**src/rtl/rf_write_arbiter_pkg.sv**
```systemverilog
// Shared constants and FSM state type for the register-file write-port arbiter.
package rf_write_arbiter_pkg;
  localparam int unsigned NREQ_C = 16;
  localparam int unsigned IDX_W  = 4;

  typedef enum logic {
    ST_IDLE = 1'b0,
    ST_BUSY = 1'b1
  } state_e;
endpackage

```
**src/rtl/rf_write_arbiter_rr_pick.sv**
```systemverilog
// Combinational round-robin picker: first set req bit at or after start, wrapping.
module rr_pick
  import rf_write_arbiter_pkg::*;
(
  input  logic [NREQ_C-1:0] req,
  input  logic [IDX_W-1:0]  start,
  output logic              hit,
  output logic [IDX_W-1:0]  idx
);

  logic [IDX_W-1:0] pos;

  always_comb begin
    hit = 1'b0;
    idx = '0;
    pos = '0;
    for (int unsigned k = 0; k < NREQ_C; k++) begin
      // Index arithmetic wraps naturally in IDX_W bits.
      pos = start + IDX_W'(k);
      if (!hit && req[pos]) begin
        hit = 1'b1;
        idx = pos;
      end
    end
  end

endmodule

```
**src/rtl/rf_write_arbiter.sv**
```systemverilog
// Round-robin write-port arbiter with registered one-hot grant and per-grant timeout.
module rf_write_arbiter
  import rf_write_arbiter_pkg::*;
#(
  parameter int unsigned NREQ    = 16,
  parameter int unsigned TIMEOUT = 255
) (
  input  logic              clk,
  input  logic              rst_n,
  input  logic [NREQ-1:0]   req,
  input  logic              done,
  output logic [NREQ-1:0]   grant,
  output logic [IDX_W-1:0]  grant_idx,
  output logic              grant_valid,
  output logic              timeout_err
);

  state_e            state_q, state_d;
  logic [NREQ-1:0]   grant_q, grant_d;
  logic [IDX_W-1:0]  idx_q, idx_d;
  logic [IDX_W-1:0]  last_q, last_d;
  logic              valid_q, valid_d;
  logic              tmo_q, tmo_d;
  logic [7:0]        cnt_q, cnt_d;
  logic              rdy_q;

  logic              pick_hit;
  logic [IDX_W-1:0]  pick_idx;
  logic [IDX_W-1:0]  pick_start;
  logic              tmo_hit;

  assign pick_start = last_q + IDX_W'(1);
  assign tmo_hit    = (TIMEOUT != 0) && (cnt_q == 8'(TIMEOUT - 1));

  rr_pick u_pick (
    .req   (req),
    .start (pick_start),
    .hit   (pick_hit),
    .idx   (pick_idx)
  );

  always_comb begin
    state_d = state_q;
    grant_d = grant_q;
    idx_d   = idx_q;
    valid_d = valid_q;
    last_d  = last_q;
    cnt_d   = cnt_q;
    tmo_d   = 1'b0;
    case (state_q)
      ST_IDLE: begin
        // rdy_q holds off arbitration for one edge after reset release.
        if (rdy_q && pick_hit) begin
          state_d           = ST_BUSY;
          grant_d           = '0;
          grant_d[pick_idx] = 1'b1;
          idx_d             = pick_idx;
          valid_d           = 1'b1;
          cnt_d             = '0;
        end
      end
      ST_BUSY: begin
        if (done || !req[idx_q] || tmo_hit) begin
          // A normal release takes precedence over a coincident timeout.
          tmo_d   = !(done || !req[idx_q]);
          state_d = ST_IDLE;
          grant_d = '0;
          idx_d   = '0;
          valid_d = 1'b0;
          last_d  = idx_q;
          cnt_d   = '0;
        end else begin
          cnt_d = cnt_q + 8'd1;
        end
      end
      default: state_d = ST_IDLE;
    endcase
  end

  always_ff @(posedge clk or negedge rst_n) begin
    if (!rst_n) begin
      state_q <= ST_IDLE;
      grant_q <= '0;
      idx_q   <= '0;
      valid_q <= 1'b0;
      tmo_q   <= 1'b0;
      cnt_q   <= '0;
      last_q  <= '1;
      rdy_q   <= 1'b0;
    end else begin
      state_q <= state_d;
      grant_q <= grant_d;
      idx_q   <= idx_d;
      valid_q <= valid_d;
      tmo_q   <= tmo_d;
      cnt_q   <= cnt_d;
      last_q  <= last_d;
      rdy_q   <= 1'b1;
    end
  end

  assign grant       = grant_q;
  assign grant_idx   = idx_q;
  assign grant_valid = valid_q;
  assign timeout_err = tmo_q;

endmodule

```
**config.mk**
```make
export PLATFORM = sky130hd
export DESIGN_NAME = rf_write_arbiter
export DESIGN_NICKNAME = d
export VERILOG_FILES = /design/src/rtl/rf_write_arbiter_pkg.sv /design/src/rtl/rf_write_arbiter_rr_pick.sv /design/src/rtl/rf_write_arbiter.sv
export SDC_FILE = /design/constraint.sdc
export NUM_CORES = 1
export LEC_CHECK = 0
export BUFFER_PORTS_ARGS = -buffer_cell sky130_fd_sc_hd__buf_4
export CORE_UTILIZATION = 30
export DETAILED_ROUTE_END_ITERATION = 8
export GPL_TIMING_DRIVEN = 0
export SYNTH_ARGS = -nofsm -noshare
export SYNTH_HDL_FRONTEND = slang
export SYNTH_HIERARCHICAL = 1
export SYNTH_SLANG_ARGS = --single-unit
```
**constraint.sdc**
```tcl
create_clock -name clk -period 6.65 [get_ports clk]
set_clock_uncertainty 0.05 [all_clocks]
set_input_delay 0.665 -clock clk [delete_from_list [all_inputs] [get_ports clk]]
set_output_delay 0.665 -clock clk [all_outputs]
set_load 0.01 [all_outputs]
```
==> impl_metrics.env <==
export IMPL_grt_max_degree=37
export IMPL_async_reset_ff_share_pct=100
export IMPL_dp_hpwl_um=10300
export IMPL_finalSetupViolations=0
export IMPL_max_slew_margin_pct=37.7
export IMPL_h_tree_depth=2
export IMPL_clk_insertion_delay_late_ps=280
export IMPL_cts_hold_buf=0
export IMPL_drt_iter0_drc=271
export IMPL_synthToLayoutAreaGrowth_pct=16.4
export IMPL_antennaDiodeCount=0
export IMPL_cts_root_buf="clkbuf_16"
export IMPL_hold_viol_final=0
export IMPL_ant_nets=0
export IMPL_clk_pin_slew_ps=60
export IMPL_critical_path_class="register to register"
export IMPL_synthFlopType="dfrtp_1"
export IMPL_routed_wl_um=13500
export IMPL_dp_cells=665
export IMPL_critPathSlowestCell="dfstp_2"
export IMPL_syn_num_nets=474
export IMPL_worst_pin_slew_ps=908
export IMPL_antenna_found_initial=0
export IMPL_fin_crit_sh_pct=94.3
export IMPL_clock_sinks=36
export IMPL_cp_start_kind="register"
export IMPL_crit_required_ps=6800
export IMPL_crit_path_max_fanout=10
export IMPL_start_util_pct=30.8
export IMPL_die_area_um2=14700
export IMPL_crit_path_frequent_cell="clkbuf_2"
export IMPL_grt_pass1_wl_um=21900
export IMPL_avgSynthCellArea_um2=9.59
export IMPL_syn_area_um2=4270
export IMPL_yosysSeqAreaShare_pct=21.2
export IMPL_rows=43
export IMPL_drive_gt1_share_pct=27.0
export IMPL_via_per_inst=6.12
export IMPL_overflow=0
export IMPL_status="completed"
export IMPL_critPathCaptureType="register"
export IMPL_synth_enable_flop_cells=0
export IMPL_drv_slew=0
export IMPL_nets=520
export IMPL_fmax_mhz=159
export IMPL_wl_per_cell_um=20.1
export IMPL_cp_arrival_ps=6420
export IMPL_max_clock_path_buffers=2
export IMPL_yosysUniqueCellTypes=75
export IMPL_syn_instance_count=445
export IMPL_first_pass_iters=5
export IMPL_max_stage_delay_ps=560
export IMPL_gp_congestion=0.904
export IMPL_fp_dieW_um=121
export IMPL_boundaryPins=41
export IMPL_rsz0062_at_grt="false"
export IMPL_min_period_ps=6270
export IMPL_instances_no_fill=672
export IMPL_vias=4110
export IMPL_worstPathCellList="ha_1 -> clkbuf_2 -> clkbuf_2 -> clkinv_2 -> ha_1 -> buf_2 -> clkbuf_2 -> mux4_2 -> mux2i_2 -> mux2i_1 -> nor4b_4 -> buf_2 -> nand2_1 -> o32ai_1 -> a21oi_1 -> a2111oi_0 -> o21a_1 -> nor2b_1 -> a22oi_1 -> o22ai_1"
export IMPL_cap_viol_max_count=0
export IMPL_synth_warnings=6
export IMPL_fp_coreArea_um2=13900
export IMPL_drc=0
export IMPL_port_buffer_count=40
export IMPL_grt_usage_pct=18.9
export IMPL_grt_pass1_vias=4059
export IMPL_tritoncts="done"
export IMPL_dieHeight_um=121
export IMPL_ys_ff_latch=36
export IMPL_cts_buffers=5
export IMPL_hold_class="input port to asynchronous set/reset pin"
-- final timing paths --
check	endpoint	from	depth (start not counted)	slack (ps)
hold / removal	rdy_q	rst_n	1	290
setup / recovery	grant[7]	last_q[0]	20	380
setup reg to reg	grant[7]	last_q[0]	20	380
hold reg to reg	grant[12]	grant[12]	1	450
min in group clk	grant[12]	grant[12]	1	450
max in group asynchronous	last_q[0]	rst_n	1	5910
-- cell type report --
type | instances | area, um2
fillers | 1438 | 8910
multi-input cells | 372 | 3190
flip-flops and latches | 36 | 906
repair buffers | 40 | 300
well taps | 180 | 225
clock buffers | 6 | 139
plain buffers | 22 | 136
inverters | 14 | 53.8
clock inverters | 2 | 13.8
-- registers in the layout (all words and copies together), names as in the netlist --
register,count
cnt_q,8
grant,16
grant_idx,4
grant_valid,1
last_q,4
rdy_q,1
state_q,1
timeout_err,1
-- timing repair --
action	4_1_cts	5_1_grt
cloned	0	0
endpoints found under the setup margin	28	15
pin swaps	0	0
gates resized for setup	5	4
buffers inserted	0	0
-- per-layer routing --
metal	track usage (%)	routed length, um	vias to the layer above
met5	0	0	-
met4	6.25	316	0
met3	2.16	856	28
met2	32.9	6700	202
met1	24.1	5610	2034
li1	-	-	1846
-- kinds of logic (layout without fill, tap and decap cells) --
family / Yosys count / count (layout) / share of synthesized area (%)
simple gates: 144 / 144 / 17.3
fa+ha+maj: 10 / 10 / 2.93
other cells: 1 / 1 / 0.0878
flops: 36 / 36 / 21.2
buf+inv: 37 / 84 / 4.43
compound gates: 122 / 122 / 21.1
mux: 82 / 82 / 30.1
xor+xnor: 13 / 13 / 2.84
-- Yosys cell counts (6+ instances only) --
cell type	n	area [um2]
a21oi_1	13	65.1
a22o_1	12	105
and2_1	7	43.8
and3_1	6	37.5
buf_2	8	40.0
clkbuf_1	10	37.5
dfrtp_1	32	801
ha_1	10	125
inv_1	13	48.8
mux2_2	14	158
mux2i_1	31	310
mux4_2	29	653
nand2_1	53	199
nand2b_1	7	43.8
nand3_1	18	90.1
nor2_1	20	75.1
nor2b_1	8	50.1
o211ai_1	7	52.6
o21ai_0	22	110
o22ai_1	8	50.1
xnor2_1	8	70.1
-- metrics by stage --
step / hold WS, ps / utilization, % / instance area (um2) / setup slack, ps / setup TNS (ps)
4_1_cts: 301 / 35.7 / 4960 / 135 / 0
3_3_place_gp: 439 / 34.5 / 4790 / -512 / -6990
2_1_floorplan: 319 / - / 4270 / 1080 / 0
5_1_grt: 325 / 35.8 / 4970 / 25.2 / 0
3_5_place_dp: 446 / 34.5 / 4790 / -659 / -10140
6_report: 287 / 35.8 / 4970 / 376 / 0
-- cells in the final DEF (no fill, tap or decap), types with 8 or more instances in the layout --
master | synthesis | layout
xnor2_1 | 8 | 8
inv_1 | 13 | 13
mux2i_1 | 31 | 30
nand3_1 | 18 | 18
buf_2 | 8 | 8
mux4_2 | 29 | 29
o22ai_1 | 8 | 8
mux2_2 | 14 | 14
o21ai_0 | 22 | 22
nor2b_1 | 8 | 8
a21oi_1 | 13 | 12
a22o_1 | 12 | 12
nand2_1 | 53 | 53
ha_1 | 10 | 10
buf_4 | 0 | 40
nor2_1 | 20 | 20
dfrtp_1 | 32 | 32
-- worst max-delay path: cells and delay by family (launching register included) --
family / cells / cell delay (ps)
adder cells (fa/ha/maj): 2 / 600
multiplexers: 3 / 1030
buffers and inverters: 6 / 1670
AO/OA/AOI/OAI: 6 / 1470
AND/OR/NAND/NOR: 3 / 800
flip-flops: 1 / 560
Power is left out: the tool's default activity adds up to more than one toggle a clock period on the data nets, which glitch-free logic cannot reach.
